$ cat config.mk
export PLATFORM = sky130hd
export DESIGN_NAME = pitch_sweep_multi
export DESIGN_NICKNAME = d
export VERILOG_FILES = /design/src/rtl/pitch_sweep_multi.sv
export SDC_FILE = /design/constraint.sdc
export NUM_CORES = 1
export LEC_CHECK = 0
export ABC_AREA = 1
export BUFFER_PORTS_ARGS = -buffer_cell sky130_fd_sc_hd__buf_4
export CAP_MARGIN = 40
export CORE_UTILIZATION = 44
export DETAILED_ROUTE_END_ITERATION = 16
export PLACE_DENSITY = 0.62
export SLEW_MARGIN = 15
export SYNTH_ARGS = -nofsm -noshare
export SYNTH_HDL_FRONTEND = slang
export SYNTH_SLANG_ARGS = --single-unit
$ cat constraint.sdc
create_clock -name clk -period 5.8 [get_ports clk]
set_clock_uncertainty 0.05 [all_clocks]
set_input_delay 0.87 -clock clk [delete_from_list [all_inputs] [get_ports clk]]
set_output_delay 0.87 -clock clk [all_outputs]
set_load 0.03 [all_outputs]
$ cat src/rtl/pitch_sweep_multi.sv
// Multi-channel pitch-envelope generator: each lane sweeps its offset 0->LIMIT (fall)
// or LIMIT->0 (rise) at a per-lane exponential rate, restarted by note triggers.

module pitch_sweep_lane #(
    parameter int OUT_W  = 13,
    parameter int ACC_W  = 26,
    parameter int LIMIT  = 7680,
    parameter int THRESH = 8191
) (
    input  logic             clk,
    input  logic             reset_n,
    input  logic             en,
    input  logic             note_on,
    input  logic             note_repeat,
    input  logic [6:0]       note,
    input  logic [3:0]       speed,
    input  logic             rise,
    output logic [OUT_W-1:0] amount,
    output logic             active,
    output logic             done
);
    typedef enum logic [1:0] {IDLE, RUN, HOLD} state_e;

    localparam logic [OUT_W-1:0] LIM = OUT_W'(LIMIT);
    localparam logic [ACC_W-1:0] THR = ACC_W'(THRESH);
    localparam logic [ACC_W-1:0] ONE = ACC_W'(1);

    state_e             state_q, state_d;
    logic [ACC_W-1:0]   timer_q, timer_d;
    logic [OUT_W-1:0]   amount_q, amount_d;
    logic [6:0]         note_q, note_d;
    logic               dir_q, dir_d;
    logic               on_q, on_d;
    logic               active_q, active_d;
    logic               done_q, done_d;

    logic               trig;
    logic [OUT_W-1:0]   end_val;
    logic [OUT_W-1:0]   next_amt;

    always_comb begin
        state_d  = state_q;
        timer_d  = timer_q;
        amount_d = amount_q;
        note_d   = note_q;
        dir_d    = dir_q;
        on_d     = on_q;
        active_d = active_q;
        done_d   = 1'b0;
        trig     = note_on && (!on_q || (note != note_q) || note_repeat);
        end_val  = dir_q ? '0 : LIM;
        next_amt = dir_q ? amount_q - 1'b1 : amount_q + 1'b1;

        if (en) begin
            on_d = note_on;
            if (!note_on) begin
                state_d  = IDLE;
                active_d = 1'b0;
            end else if (trig) begin
                state_d  = RUN;
                timer_d  = ONE;
                note_d   = note;
                dir_d    = rise;
                amount_d = rise ? LIM : '0;
                active_d = 1'b1;
            end else if (state_q == RUN) begin
                if (amount_q == end_val) begin
                    // Degenerate start-at-end sweep: finish without overshooting.
                    state_d  = HOLD;
                    active_d = 1'b0;
                    done_d   = 1'b1;
                end else if (timer_q > THR) begin
                    timer_d  = ONE;
                    amount_d = next_amt;
                    if (next_amt == end_val) begin
                        state_d  = HOLD;
                        active_d = 1'b0;
                        done_d   = 1'b1;
                    end
                end else begin
                    timer_d = timer_q + (ONE << speed);
                end
            end
        end
    end

    always_ff @(posedge clk or negedge reset_n) begin
        if (!reset_n) begin
            state_q  <= IDLE;
            timer_q  <= ONE;
            amount_q <= '0;
            note_q   <= '0;
            dir_q    <= 1'b0;
            on_q     <= 1'b0;
            active_q <= 1'b0;
            done_q   <= 1'b0;
        end else begin
            state_q  <= state_d;
            timer_q  <= timer_d;
            amount_q <= amount_d;
            note_q   <= note_d;
            dir_q    <= dir_d;
            on_q     <= on_d;
            active_q <= active_d;
            done_q   <= done_d;
        end
    end

    assign amount = amount_q;
    assign active = active_q;
    assign done   = done_q;
endmodule

module pitch_sweep_multi #(
    parameter int CHANNELS = 4,
    parameter int OUT_W    = 13,
    parameter int ACC_W    = 26,
    parameter int LIMIT    = 7680,
    parameter int THRESH   = 8191
) (
    input  logic                      clk,
    input  logic                      reset_n,
    input  logic                      en,
    input  logic [CHANNELS-1:0]       note_on,
    input  logic [CHANNELS-1:0]       note_repeat,
    input  logic [7*CHANNELS-1:0]     note,
    input  logic [4*CHANNELS-1:0]     speed,
    input  logic [CHANNELS-1:0]       rise,
    output logic [OUT_W*CHANNELS-1:0] amount,
    output logic [CHANNELS-1:0]       active,
    output logic [CHANNELS-1:0]       done
);
    logic [CHANNELS-1:0][OUT_W-1:0] amount_a;

    for (genvar g = 0; g < CHANNELS; g++) begin : g_lane
        pitch_sweep_lane #(
            .OUT_W (OUT_W),
            .ACC_W (ACC_W),
            .LIMIT (LIMIT),
            .THRESH(THRESH)
        ) u_lane (
            .clk        (clk),
            .reset_n    (reset_n),
            .en         (en),
            .note_on    (note_on[g]),
            .note_repeat(note_repeat[g]),
            .note       (note[7*g +: 7]),
            .speed      (speed[4*g +: 4]),
            .rise       (rise[g]),
            .amount     (amount_a[g]),
            .active     (active[g]),
            .done       (done[g])
        );
    end

    assign amount = amount_a;
endmodule

== Word level (Yosys, flattened, before mapping) ==
Index checks and enable logic that the tools add are counted.

* Flip-flop bits (word level): 208
* Output and inout port bits: 60
* Input bits: 59

* Equal/unequal tests: 32
* Multiplexer cells: 120
* $add $sub $neg: 12
* Shifts and indexed selects: 4
* Reduce and logical (&&, ||, !) cells: 40
* $lt $le $gt $ge: 4

{| class="wikitable"
|+ Operators by type and width
! operator !! number
|-
| $mux W26 || 16
|-
| $mux W13 || 28
|-
| $add A26 B26 Y26 || 4
|-
| $eq A13 B13 Y1 || 8
|-
| $gt A26 B13 Y1 const B || 4
|-
| $shl A1 B4 Y26 const A || 4
|-
| $add A13 B1 Y13 const B || 4
|-
| $mux W1 || 52
|-
| $sub A13 B1 Y13 const B || 4
|-
| $mux W2 || 24
|-
| $ne A4 B1 Y1 const B || 8
|-
| $reduce_and A4 Y1 || 8
|-
| $ne A7 B7 Y1 || 4
|-
| $reduce_and A5 Y1 || 4
|-
| $reduce_bool A2 Y1 || 8
|-
| $ne A3 B1 Y1 const B || 4
|-
| $reduce_and A3 Y1 || 4
|-
| $eq A2 B1 Y1 const B || 4
|-
| $logic_or A1 B1 Y1 || 8
|-
| $ne A2 B1 Y1 const B || 4
|-
| $logic_and A1 B1 Y1 || 4
|-
| $logic_not A1 Y1 || 4
|}

== Longest topological paths before layout ==
Gate-level depths: netlist (run 1).

* Depth after elaboration: 10
* Depth in mapped cells: 19
* Depth with buffers taken out: 19

== Modules after synthesis ==
From an unflattened synthesis (run 1), not the netlist that was laid out.

* Cells, all modules: 2103
* Area, all modules: 14923.1 µm²

{| class="wikitable"
|+ By module, submodules not included
! module !! cells an instance !! area an instance (µm²) !! instances
|-
| pitch_sweep_lane (g_lane[1].u_lane ...) || 535 || 3777.4 || 2
|-
| pitch_sweep_lane (g_lane[0].u_lane) || 517 || 3696.0 || 1
|-
| pitch_sweep_lane (g_lane[3].u_lane) || 516 || 3672.3 || 1
|}

== Least setup slack after synthesis (run 1) ==
Ideal clock, no wire load.

* Path type: in2reg
* Start: in speed[8]
* End: reg g_lane[2].u_lane.timer_q[16]
* Data arrival time: 2960 ps
* Setup time: 63 ps
* Stages on the path: 19
* Path buffers: 0
* Data required time: 5687 ps
* Slack: 2728 ps
* Cell sequence: inv_1 -> nand3_1 -> nor2_1 -> ha_1 -> inv_1 -> fa_1 -> inv_1 -> nand3_1 -> nand2_1 -> a21oi_1 -> o21ai_0 -> a21boi_1 -> o21ai_0 -> nand2_1 -> nand2_1 -> nand2_1 -> nand2_1 -> nand2_1 -> inv_1

* Word-level cells in the longest chain between the ends: 6

{| class="wikitable"
|+ RTL lines
! element !! RTL line !! text
|-
| start: declaration || 127 || <nowiki>input logic [4*CHANNELS-1:0] speed,</nowiki>
|-
| $shl A1 B4 Y26 || 81 || <nowiki>timer_d = timer_q + (ONE << speed);</nowiki>
|-
| $add A26 B26 Y26 || 81 ||
|-
| $mux W26 || 72 || <nowiki>end else if (timer_q > THR) begin</nowiki>
|-
| $mux W26 || 67 || <nowiki>if (amount_q == end_val) begin</nowiki>
|-
| $mux W26 || 66 || <nowiki>end else if (state_q == RUN) begin</nowiki>
|-
| $mux W26 || 59 || <nowiki>end else if (trig) begin</nowiki>
|-
| end signal: assignment || 99 || <nowiki>timer_q <= timer_d;</nowiki>
|-
| end: declaration || 29 || <nowiki>logic [ACC_W-1:0] timer_q, timer_d;</nowiki>
|}

Every way passes these cells. The select of a mux whose other input is x is not followed.
A chain may end at the register's enable or synchronous reset.

== Worst setup path after layout (run 1) ==
* Start: reg g_lane[2].u_lane.dir_q
* End: reg g_lane[2].u_lane.amount_q[4]

* Word-level cells in the longest chain between the ends: 5

{| class="wikitable"
|+ RTL lines
! element !! RTL line !! text
|-
| start: declaration || 32 || <nowiki>logic dir_q, dir_d;</nowiki>
|-
| start signal: assignment || 102 || <nowiki>dir_q <= dir_d;</nowiki>
|-
| parallel branches: the longest is 5 deep, another holds $mux W13 || n/a ||
|-
| end signal: assignment || 100 || <nowiki>amount_q <= amount_d;</nowiki>
|-
| end: declaration || 30 || <nowiki>logic [OUT_W-1:0] amount_q, amount_d;</nowiki>
|}

Parallel ways; which one is timed is not known. The select of a mux whose other input is x is not followed.

==> flow_summary_export.csv, run 1 <==
group,metric,value,unit
status,run_status,"complete, no violations",
layout,layout_commonest_cell,"sky130_fd_sc_hd__nand2_1",
synth,syn-mean-instance-area,6.91,um^2
synth,synth_seq_area_share,0.341,
cts,clock_tree.htree_level_count,1,
place,buffer_ports.inserted,118,
layout,nNetsFinal,2458,
setup_path,critPathCaptureType,"register",
cts,cts_hold_buffers,0,
place,routabilityCongestion,0.931,
synth,yosysTopAreaCell,"sky130_fd_sc_hd__dfrtp_1",
sta,slew_headroom,0.458,
setup_path,timing.critical_path.arrival,3.53,ns
layout,fin_area,17100,um^2
global_route,via_count_of_the_first_global_routing_pass,13500,
detailed_routing,drt_iter0_markers,862,
setup_path,critPathRequiredTime,6.15,ns
sta,final-setup-viol-count,0,
sta,post-route-worst-setup-slack,2.63,ns
floorplan,io_pins,119,
detailed_routing,vias,14100,
floorplan,dieArea,34800,um^2
sta,finalCritPeriodShare,0.547,
global_route,initial_antenna_violation_count,3,
global_route,grt_max_degree,142,
power,power.static_leakage,9.13,nW
place,post-dp-hpwl,29.7,mm
layout,mostFrequentLayoutCells,"sky130_fd_sc_hd__nand2_1 (628), sky130_fd_sc_hd__inv_1 (287), sky130_fd_sc_hd__nor2_1 (249), sky130_fd_sc_hd__dfrtp_1 (200), sky130_fd_sc_hd__o21ai_0 (142)",
floorplan,core,33500,um^2
setup_path,ff2ff_path_depth,10,
power,power.density_cell_area,394,nW/um^2
layout,post-route-util,0.511,
synth,synth_area_leaders,"sky130_fd_sc_hd__dfrtp_1 (33%), sky130_fd_sc_hd__nand2_1 (16%), sky130_fd_sc_hd__ha_1 (9.4%), sky130_fd_sc_hd__inv_1 (7.2%), sky130_fd_sc_hd__nor2_1 (6.2%)",
place,place_ws,2.28,ns
cts,number_of_sinks_on_the_clock_net,204,
layout,share_of_cells_above_drive_strength_1,0.0870,
layout,layout-area-overhead-vs-synth,14.4,%
detailed_routing,wirelength,38.6,mm
floorplan,num_rows,67,
synth,yosys_most_used_dff,"sky130_fd_sc_hd__dfrtp_1",
setup_path,startpoint,"g_lane[2].u_lane.dir_q$_DFFE_PN0P_",
cts,cts.repair.resized,0,
power,finalPower,6.75,mW
synth,synth-seq-cells,204,
detailed_routing,route.detailed.drc,0,
sta,grt_setup_unrepaired,"no",
sta,hold_viol,0,
setup_path,start_kind,"register",
global_route,grt_pass1_wl,65.3,mm
detailed_routing,detail_route.first_pass.iterations,5,
setup_path,reg2reg_slack,2.63,ns
floorplan,die-height,186,um
setup_path,crit_fanout,15,
run,cap_violations,0,
cts,tritoncts,"done",
cts,cts_setup_buffers,0,
synth,total_standard_cell_area_after_synthesis,15000,um^2
synth,netlist_instances,2166,
cts,cts.reportedPaths.clkPinSlew,0.06,ns
sta,totalNegativeSetupSlack,0,ns
synth,postSynth.asyncResetShare,1.00,
cts,cts_made_buffers,26,
min_path,worst_hold_path_type,"in2async",
synth,synth_top_area_frac,0.334,
synth,post_synth_edffs,0,
synth,ys_types,47,
detailed_routing,postRouteAntennaNets,0,
global_route,grt_overflow,0,
cts,clk_path_buf_depth,3,
floorplan,initial_core_util,0.447,
sta,final_max_slew_viol_count,0,
sta,timing.final.crit_period,3.17,ns
global_route,grt_usage,0.223,
sta,achievable_freq,0.315,GHz
setup_path,worst_r2r_startpoint,"g_lane[2].u_lane.dir_q$_DFFE_PN0P_",
detailed_routing,post_drt_via_cell_ratio,5.14,
setup_path,timing.setup.critical_path_class,"reg2reg",
synth,syn_nets,2345,
power,irDropWorstVdd,0.340,mV
place,place_area,16300,um^2
cts,clock_latency,0.53,ns
synth,synth-warning-count,0,
floorplan,dieWidth,186,um
setup_path,rr_endpoint,"g_lane[2].u_lane.amount[4]$_DFFE_PN0P_",
cts,clock_root_buffer,"sky130_fd_sc_hd__clkbuf_16",
sta,worst_pin_slew,0.813,ns
detailed_routing,routedWlPerCell,14.0,um
how the worst max path moves through the flow:
| stage | endpoint | slack (ns) | cells past startpoint |
|---|---|---|---|
| after global placement | g_lane[3].u_lane.amount[8]$_DFFE_PN0P_ | 2.32 | 10 |
| after global routing | g_lane[2].u_lane.amount[8]$_DFFE_PN0P_ | 2.29 | 10 |
| after detailed placement | g_lane[2].u_lane.timer_q[16]$_DFFE_PN0P_ | 2.28 | 20 |
| after floorplan | g_lane[2].u_lane.timer_q[16]$_DFFE_PN0P_ | 2.73 | 19 |
| final | g_lane[2].u_lane.amount[4]$_DFFE_PN0P_ | 2.63 | 10 |
| after CTS | g_lane[2].u_lane.amount[8]$_DFFE_PN0P_ | 2.60 | 10 |
Yosys cell counts, drive strengths merged, types with 2 or more instances:
master,number
nand2,639
inv,294
nor2,252
dfrtp,200
o21ai,153
nand3,141
a21oi,127
ha,112
nand4,43
nor4,23
buf,21
xor2,21
xnor2,19
nand3b,16
nor3,15
o22ai,15
clkbuf,13
fa,8
o21bai,7
a22oi,6
or2,6
a21o,5
a31oi,5
dfstp,4
a211oi,3
a21boi,3
o21a,3
o22a,3
and3,2
o2111ai,2
o211ai,2
o31ai,2
layer usage:
layer  global-route usage  wire, um  vias up
met2                0.374     17600      270
met3               0.0271      1350       64
li1                     -         -     7301
met4               0.0608       929        0
met1                0.303     18700     6484
met5                    0         0        -
final cells by class:
class | instances | area, um^2
diodes | 3 | 7.51
clock buffers | 38 | 767
clock inverters | 9 | 100
fillers | 3367 | 16400
inverters | 294 | 1100
multi-input cells | 1634 | 8570
flip-flops and latches | 204 | 5110
well taps | 448 | 561
repair buffers | 119 | 913
cell families after synthesis:
kind of cell	after synthesis	synth area share
flip-flops	204	0.341
XOR/XNOR	40	0.0234
AND/OR/NAND/NOR	1138	0.323
adder cells (fa/ha/maj)	120	0.104
buffers and inverters	328	0.0865
AO/OA/AOI/OAI	336	0.121
critical path: stages, from the launching register on:
cell and delay [ns]:
sky130_fd_sc_hd__dfrtp_1 0.59, sky130_fd_sc_hd__ha_1 0.51, sky130_fd_sc_hd__nand2_1 0.13, sky130_fd_sc_hd__nor4_1 0.26, sky130_fd_sc_hd__nand3b_1 0.18, sky130_fd_sc_hd__nand2_1 0.11
sky130_fd_sc_hd__nand2_2 0.22, sky130_fd_sc_hd__nand2_1 0.45, sky130_fd_sc_hd__inv_2 0.20, sky130_fd_sc_hd__nand2_1 0.23, sky130_fd_sc_hd__o21ai_0 0.11
metrics by stage:
stage	hold WS [ns]	cells
final	0.227	2749
after global routing	0.269	2748
after CTS	0.242	2746
after detailed placement	0.418	2699
after global placement	0.415	2699
after floorplan	0.393	2166
state kept, by name, summed over array words and instances, names as in the netlist:
| signal | flops |
|---|---|
| g_lane.u_lane.state_q | 8 |
| g_lane.u_lane.done | 4 |
| g_lane.u_lane.note_q | 28 |
| g_lane.u_lane.on_q | 4 |
| g_lane.u_lane.dir_q | 4 |
| g_lane.u_lane.amount | 52 |
| g_lane.u_lane.timer_q | 104 |
power breakdown:
group	internal, mW	switching (mW)	total, mW
Sequential	1.66	0.315	1.98
Clock	1.00	0.633	1.63
Combinational	1.12	2.02	3.14
(Power assumes the default switching activity.)
==> run 2, diff against run 1 <==
--- a/config.mk
+++ b/config.mk
@@ -5,12 +5,12 @@
 export SDC_FILE = /design/constraint.sdc
 export NUM_CORES = 1
 export LEC_CHECK = 0
-export ABC_AREA = 1
+export ABC_AREA = 0
 export BUFFER_PORTS_ARGS = -buffer_cell sky130_fd_sc_hd__buf_4
 export CAP_MARGIN = 40
 export CORE_UTILIZATION = 44
 export DETAILED_ROUTE_END_ITERATION = 16
-export PLACE_DENSITY = 0.62
+export PLACE_DENSITY = 0.64
 export SLEW_MARGIN = 15
 export SYNTH_ARGS = -nofsm -noshare
 export SYNTH_HDL_FRONTEND = slang
==> constraint.sdc (replaced) <==
create_clock -name clk -period 2.6 [get_ports clk]
set_clock_uncertainty 0.05 [all_clocks]
set_input_delay 0.39 -clock clk [delete_from_list [all_inputs] [get_ports clk]]
set_output_delay 0.39 -clock clk [all_outputs]
set_load 0.03 [all_outputs]
==> flow_summary_export.csv, run 2 <==
group,metric,value,unit
place,routabilityCongestion,0.908,
synth,synth-warning-count,0,
floorplan,initial_core_util,0.450,
detailed_routing,detail_route.first_pass.iterations,5,
place,dp_cells,2488,
setup_path,ff2ff_path_depth,10,
floorplan,num_rows,65,
synth,netlist_instances,1613,
synth,ys_types,82,
layout,layout_commonest_cell,"sky130_fd_sc_hd__buf_4",
detailed_routing,postRouteAntennaNets,0,
sta,final_max_slew_viol_count,0,
power,irDropWorstVdd,0.927,mV
layout,final_antenna_diode_count,0,
min_path,timing.hold.worst_path_depth,2,
layout,final-instance-count-excl-fill,2637,
setup_path,critPathCaptureType,"register",
layout,nNetsFinal,2362,
sta,worst_pin_slew,0.809,ns
sta,grt_setup_unrepaired,"yes",
synth,yosys_most_used_dff,"sky130_fd_sc_hd__dfrtp_1",
sta,achievable_freq,0.316,GHz
layout,post-route-util,0.703,
global_route,grt_pass1_wl,69.2,mm
setup_path,start_kind,"register",
status,violations,"setup timing",
floorplan,io_pins,119,
cts,clock_latency,0.54,ns
synth,synth_top_area_frac,0.350,
layout,share_of_cells_above_drive_strength_1,0.451,
cts,clk_path_buf_depth,3,
global_route,grt_overflow,0,
layout,largest_register_ffs,104,
sta,finalCritPeriodShare,1.22,
setup_path,path_buf_inv,1,
power,power.density_cell_area,794,nW/um^2
global_route,grt_usage,0.252,
layout,fin_area,22400,um^2
sta,hold_viol,0,
detailed_routing,post_drt_via_cell_ratio,5.45,
setup_path,worst_r2r_startpoint,"g_lane[0].u_lane.dir_q$_DFFE_PN0P_",
synth,yosysTopAreaCell,"sky130_fd_sc_hd__dfrtp_1",
detailed_routing,route.detailed.drc,0,
min_path,hold_path_end,"g_lane[0].u_lane.note_q[4]$_DFFE_PN0P_",
setup_path,worst_path_max_delay_cell,"sky130_fd_sc_hd__or4b_1",
synth,most_frequent_cells_after_synthesis,"sky130_fd_sc_hd__dfrtp_1 (200), sky130_fd_sc_hd__nand2_1 (177), sky130_fd_sc_hd__nor2_1 (125), sky130_fd_sc_hd__o21ai_0 (115), sky130_fd_sc_hd__ha_1 (112)",
setup_path,critPathRequiredTime,2.98,ns
setup_path,rr_endpoint,"g_lane[0].u_lane.done$_DFF_PN0_",
floorplan,dieWidth,182,um
setup_path,critical_path_cell_count,10,
cts,number_of_sinks_on_the_clock_net,204,
setup_path,crit_family,"compound AO/OA/AOI/OAI gates",
cts,cts.reportedPaths.clkPinSlew,0.06,ns
detailed_routing,vias,14400,
synth,syn-mean-instance-area,8.87,um^2
cts,cts_made_buffers,25,
place,place_area,18800,um^2
status,run_status,"finished with violations",
global_route,via_count_of_the_first_global_routing_pass,14400,
layout,layout-area-overhead-vs-synth,56.3,%
setup_path,reg2reg_slack,-0.56,ns
floorplan,die-height,182,um
layout,mostFrequentLayoutCells,"sky130_fd_sc_hd__buf_4 (510), sky130_fd_sc_hd__dfrtp_1 (180), sky130_fd_sc_hd__nand2_1 (137), sky130_fd_sc_hd__nor2_1 (114), sky130_fd_sc_hd__ha_1 (83)",
setup_path,cp_cell_sequence,"buf_6 > ha_4 > and2b_1 > o31a_2 > o311ai_4 > a21oi_4 > xnor2_2 > or4b_1 > a2111o_1 > a2111oi_2",
place,buffer_ports.inserted,118,
cts,tritoncts,"done",
setup_path,timing.setup.critical_path_class,"reg2reg",
sta,totalNegativeSetupSlack,-12.70,ns
detailed_routing,routedWlPerCell,17.0,um
global_route,initial_antenna_violation_count,0,
synth,post_synth_edffs,0,
synth,synth_seq_area_share,0.357,
run,cap_violations,0,
setup_path,crit_fanout,4,
global_route,grt_max_degree,54,
synth,yosys.cell_count.top_type,"sky130_fd_sc_hd__dfrtp_1",
sta,final-setup-viol-count,98,
place,place_ws,-0.606,ns
detailed_routing,drt_iter0_markers,600,
min_path,hold_path_startpoint,"note[4]",
layout,top_register,"g_lane.u_lane.timer_q",
setup_path,timing.critical_path.arrival,3.55,ns
synth,syn_nets,1792,
floorplan,dieArea,33200,um^2
sta,slew_headroom,0.460,
cts,clock_tree.htree_level_count,1,
synth,postSynth.asyncResetShare,1.00,
synth,synth_area_leaders,"sky130_fd_sc_hd__dfrtp_1 (35%), sky130_fd_sc_hd__ha_1 (9.8%), sky130_fd_sc_hd__nand2_1 (4.6%), sky130_fd_sc_hd__o21ai_0 (4.0%), sky130_fd_sc_hd__xor2_1 (3.9%)",
sta,post-route-worst-setup-slack,-0.565,ns
place,post-dp-hpwl,30.2,mm
sta,timing.final.crit_period,3.16,ns
min_path,worst_hold_path_type,"in2reg",
detailed_routing,wirelength,44.8,mm
synth,total_standard_cell_area_after_synthesis,14300,um^2
floorplan,core,31800,um^2
cts,clock_root_buffer,"sky130_fd_sc_hd__clkbuf_16",
setup_path,crit_path_max_incr_delay,0.52,ns
synth,synth-seq-cells,204,
power,power.static_leakage,10.5,nW
==> run 2: cell count changes in the layout (fill, tap and decap cells not counted), sizes merged, moves of 26 or more <==
cell,before,now
nand2b,0,48
nor3,15,58
o31ai,2,33
xnor2,19,45
xor2,21,63
o21a,3,31
nand2,639,177
nand3,141,21
inv,294,58
and2,1,31
nor2,252,125
mux2,0,33
a21oi,127,84
buf,119,585
==> run 2: worst max path at each step <==
stage	endpoint	slack (ns)	from
finish	g_lane[0].u_lane.done$_DFF_PN0_	-0.56	g_lane[0].u_lane.dir_q$_DFFE_PN0P_
global placement	g_lane[0].u_lane.done$_DFF_PN0_	-0.56	g_lane[0].u_lane.dir_q$_DFFE_PN0P_
floorplan	g_lane[0].u_lane.done$_DFF_PN0_	-0.58	g_lane[0].u_lane.dir_q$_DFFE_PN0P_
CTS	g_lane[0].u_lane.done$_DFF_PN0_	-0.62	g_lane[0].u_lane.dir_q$_DFFE_PN0P_
global route	g_lane[0].u_lane.done$_DFF_PN0_	-0.70	g_lane[0].u_lane.dir_q$_DFFE_PN0P_
detailed placement	g_lane[0].u_lane.done$_DFF_PN0_	-0.61	g_lane[0].u_lane.dir_q$_DFFE_PN0P_
==> run 2: metrics by stage <==
step                      power, mW  hold slack [ns]
final                          17.8           0.0468
after global routing           18.7           0.0367
after CTS                      16.8           0.0288
after detailed placement       12.1            0.312
after global placement         12.0            0.313
after floorplan                8.39           0.0444
==> run 2: metal layers <==
metal,vias up,share of wire,wire length [um],global-route usage
met2,308,0.49,21900,0.433
met5,-,0,0,0
met1,6972,0.44,19900,0.331
met3,79,0.045,2000,0.0331
li1,7014,-,-,-
met4,0,0.022,988,0.0689
==> run 2: layout make-up <==
type / count / area [um^2]
sequential: 204 / 5140
clock buffer: 32 / 672
inverter: 58 / 231
timing repair buffer: 592 / 5060
multi-input combinational: 1302 / 10600
tap: 435 / 544
clock inverter: 14 / 163
fill: 2334 / 9440
==> run 2: power breakdown <==
part | internal, mW | switching (mW) | total (mW)
clock | 2.13 | 1.48 | 3.61
sequential | 3.66 | 0.501 | 4.16
combinational | 5.17 | 4.82 | 9.99
==> run 2: repair_timing <==
item                       in CTS  in global routing
hold buffers                    1                  0
gates cloned                    4                  6
setup endpoints to repair     144                158
gates resized for setup       176                248
hold endpoints to repair       48                  0
buffers inserted               67                 44
pin swaps                      65                135
==> run 2: cell families (layout without fill, tap and decap cells) <==
| logic type | after synthesis | in the layout | synth area share |
|---|---|---|---|
| multiplexers | 43 | 43 | 0.0330 |
| flip-flops | 204 | 204 | 0.357 |
| AO/OA/AOI/OAI | 432 | 432 | 0.197 |
| buffers and inverters | 107 | 696 | 0.0305 |
| AND/OR/NAND/NOR | 599 | 599 | 0.207 |
| adder cells (fa/ha/maj) | 120 | 120 | 0.109 |
| XOR/XNOR | 108 | 108 | 0.0661 |
==> run 3, diff against run 2 <==
--- a/config.mk
+++ b/config.mk
@@ -10,7 +10,7 @@
 export CAP_MARGIN = 40
 export CORE_UTILIZATION = 44
 export DETAILED_ROUTE_END_ITERATION = 16
-export PLACE_DENSITY = 0.64
+export PLACE_DENSITY = 0.62
 export SLEW_MARGIN = 15
 export SYNTH_ARGS = -nofsm -noshare
 export SYNTH_HDL_FRONTEND = slang
==> constraint.sdc (replaced) <==
create_clock -name clk -period 3.2 [get_ports clk]
set_clock_uncertainty 0.05 [all_clocks]
set_input_delay 0.48 -clock clk [delete_from_list [all_inputs] [get_ports clk]]
set_output_delay 0.48 -clock clk [all_outputs]
set_load 0.03 [all_outputs]
==> flow_summary_export.csv, run 3 (synthesized netlist as in run 2, its figures left out) <==
group,metric,value,unit
place,post-dp-hpwl,26.8,mm
sta,grt_setup_unrepaired,"yes",
sta,finalCritPeriodShare,1.00,
floorplan,initial_core_util,0.450,
setup_path,reg2reg_slack,-0.02,ns
power,power.density_cell_area,648,nW/um^2
min_path,hold_path_startpoint,"note[26]",
place,dp_cells,2255,
cts,number_of_sinks_on_the_clock_net,204,
layout,fin_area,18100,um^2
sta,totalNegativeSetupSlack,-0.0294,ns
global_route,initial_antenna_violation_count,0,
layout,post-route-util,0.569,
setup_path,timing.critical_path.arrival,3.57,ns
sta,achievable_freq,0.311,GHz
cts,tritoncts,"done",
layout,num-fill-cells,2849,
global_route,grt_pass1_wl,60.2,mm
layout,share_of_cells_above_drive_strength_1,0.240,
layout,top_register,"g_lane.u_lane.timer_q",
min_path,hold_path_end,"g_lane[3].u_lane.note_q[5]$_DFFE_PN0P_",
detailed_routing,detail_route.first_pass.iterations,5,
cts,cts_made_buffers,26,
sta,timing.hold.ws,0.150,ns
layout,mostFrequentLayoutCells,"sky130_fd_sc_hd__buf_4 (263), sky130_fd_sc_hd__dfrtp_1 (192), sky130_fd_sc_hd__nand2_1 (177), sky130_fd_sc_hd__nor2_1 (123), sky130_fd_sc_hd__o21ai_0 (111)",
floorplan,dieWidth,182,um
detailed_routing,post_drt_via_cell_ratio,5.47,
floorplan,dieArea,33200,um^2
global_route,grt_usage,0.217,
place,place_ws,-0.158,ns
min_path,worst_hold_path_type,"in2reg",
global_route,grt_overflow,0,
sta,final_max_slew_viol_count,0,
layout,largest_register_ffs,104,
place,buffer_ports.inserted,118,
min_path,timing.hold.worst_path_depth,2,
detailed_routing,vias,12700,
setup_path,crit_fanout,6,
setup_path,rr_endpoint,"g_lane[0].u_lane.state_q[0]$_DFFE_PN0P_",
detailed_routing,drt_iter0_markers,601,
setup_path,critPathRequiredTime,3.55,ns
floorplan,num_rows,65,
sta,timing.final.crit_period,3.22,ns
detailed_routing,postRouteAntennaNets,0,
sta,worst_pin_slew,0.850,ns
power,power.static_leakage,8.29,nW
sta,hold_viol,0,
place,place_area,16600,um^2
floorplan,die-height,182,um
cts,cts.reportedPaths.clkPinSlew,0.06,ns
sta,slew_headroom,0.432,
layout,nNetsFinal,2043,
status,run_status,"finished with violations",
cts,clock_tree.htree_level_count,1,
run,cap_violations,0,
global_route,grt_max_degree,74,
detailed_routing,routedWlPerCell,15.5,um
global_route,via_count_of_the_first_global_routing_pass,12500,
sta,final-setup-viol-count,2,
floorplan,core,31800,um^2
cts,clock_root_buffer,"sky130_fd_sc_hd__clkbuf_16",
layout,final-instance-count-excl-fill,2318,
status,violations,"setup timing",
detailed_routing,wirelength,36.0,mm
layout,layout-area-overhead-vs-synth,26.4,%
floorplan,io_pins,119,
cts,clk_path_buf_depth,3,
sta,post-route-worst-setup-slack,-0.0159,ns
setup_path,worst_r2r_startpoint,"g_lane[0].u_lane.dir_q$_DFFE_PN0P_",
detailed_routing,route.detailed.drc,0,
setup_path,timing.setup.critical_path_class,"reg2reg",
setup_path,ff2ff_path_depth,12,
power,irDropWorstVdd,0.557,mV
layout,final_antenna_diode_count,0,
power,finalPower,11.7,mW
place,routabilityCongestion,0.886,
layout,layout_commonest_cell,"sky130_fd_sc_hd__buf_4",
setup_path,start_kind,"register",
cts,clock_latency,0.53,ns
setup_path,critPathCaptureType,"register",
run 3: cell count changes in the layout (fill, tap and decap cells not counted), sizes merged:
| cell | change |
|---|---|
| buf | -314 |
| bufinv | -1 |
| clkbuf | -5 |
| clkinv | +1 |
run 3: how the worst max path moves through the flow:
stage	startpoint	to	slack [ns]	cells past startpoint
floorplan	g_lane[0].u_lane.dir_q$_DFFE_PN0P_	g_lane[0].u_lane.done$_DFF_PN0_	0.02	10
global placement	g_lane[2].u_lane.dir_q$_DFFE_PN0P_	g_lane[2].u_lane.done$_DFF_PN0_	-0.10	11
detailed placement	speed[14]	g_lane[3].u_lane.timer_q[22]$_DFFE_PN0P_	-0.16	14
CTS	g_lane[0].u_lane.dir_q$_DFFE_PN0P_	g_lane[0].u_lane.state_q[0]$_DFFE_PN0P_	-0.03	12
global route	g_lane[0].u_lane.dir_q$_DFFE_PN0P_	g_lane[0].u_lane.done$_DFF_PN0_	-0.13	10
finish	g_lane[0].u_lane.dir_q$_DFFE_PN0P_	g_lane[0].u_lane.state_q[0]$_DFFE_PN0P_	-0.02	12
run 3: layout make-up:
cell class	count	area, um^2	area share
multi-input combinational	1302	9260	0.512
sequential	204	5120	0.283
timing repair buffer	272	2100	0.116
clock buffer	33	708	0.0392
tap	435	544	0.0301
inverter	58	218	0.0120
clock inverter	14	133	0.00734
run 3: per-layer routing:
metal,vias up,routed length (um),global-route usage
li1,6366,-,-
met1,6030,17100,0.292
met2,226,17000,0.368
met3,50,1270,0.0279
met4,0,669,0.0548
met5,-,0,0
run 3: critical path: stages (launching register included):
cell and delay (ns):
sky130_fd_sc_hd__dfrtp_2 0.46, sky130_fd_sc_hd__inv_2 0.08, sky130_fd_sc_hd__fa_2 0.20, sky130_fd_sc_hd__and2b_1 0.19
sky130_fd_sc_hd__o31a_2 0.32, sky130_fd_sc_hd__o311ai_4 0.25, sky130_fd_sc_hd__a21oi_4 0.10, sky130_fd_sc_hd__xnor2_2 0.14
sky130_fd_sc_hd__or4b_1 0.50, sky130_fd_sc_hd__a2111o_1 0.44, sky130_fd_sc_hd__buf_6 0.15, sky130_fd_sc_hd__a21oi_2 0.12
sky130_fd_sc_hd__o21ai_1 0.08
run 3: repair_timing:
| item | CTS | global route |
|---|---|---|
| setup endpoints to repair | 9 | 18 |
| gates resized for setup | 7 | 87 |
| endpoints found under the hold margin | 70 | 0 |
| buffers inserted | 1 | 14 |
| pin swaps | 2 | 30 |
| hold buffers | 1 | 0 |
run 3: where the power goes:
group	internal (mW)	switching [mW]	total (mW)
sequential	2.96	0.436	3.40
combinational	2.44	2.98	5.43
clock	1.72	1.16	2.88
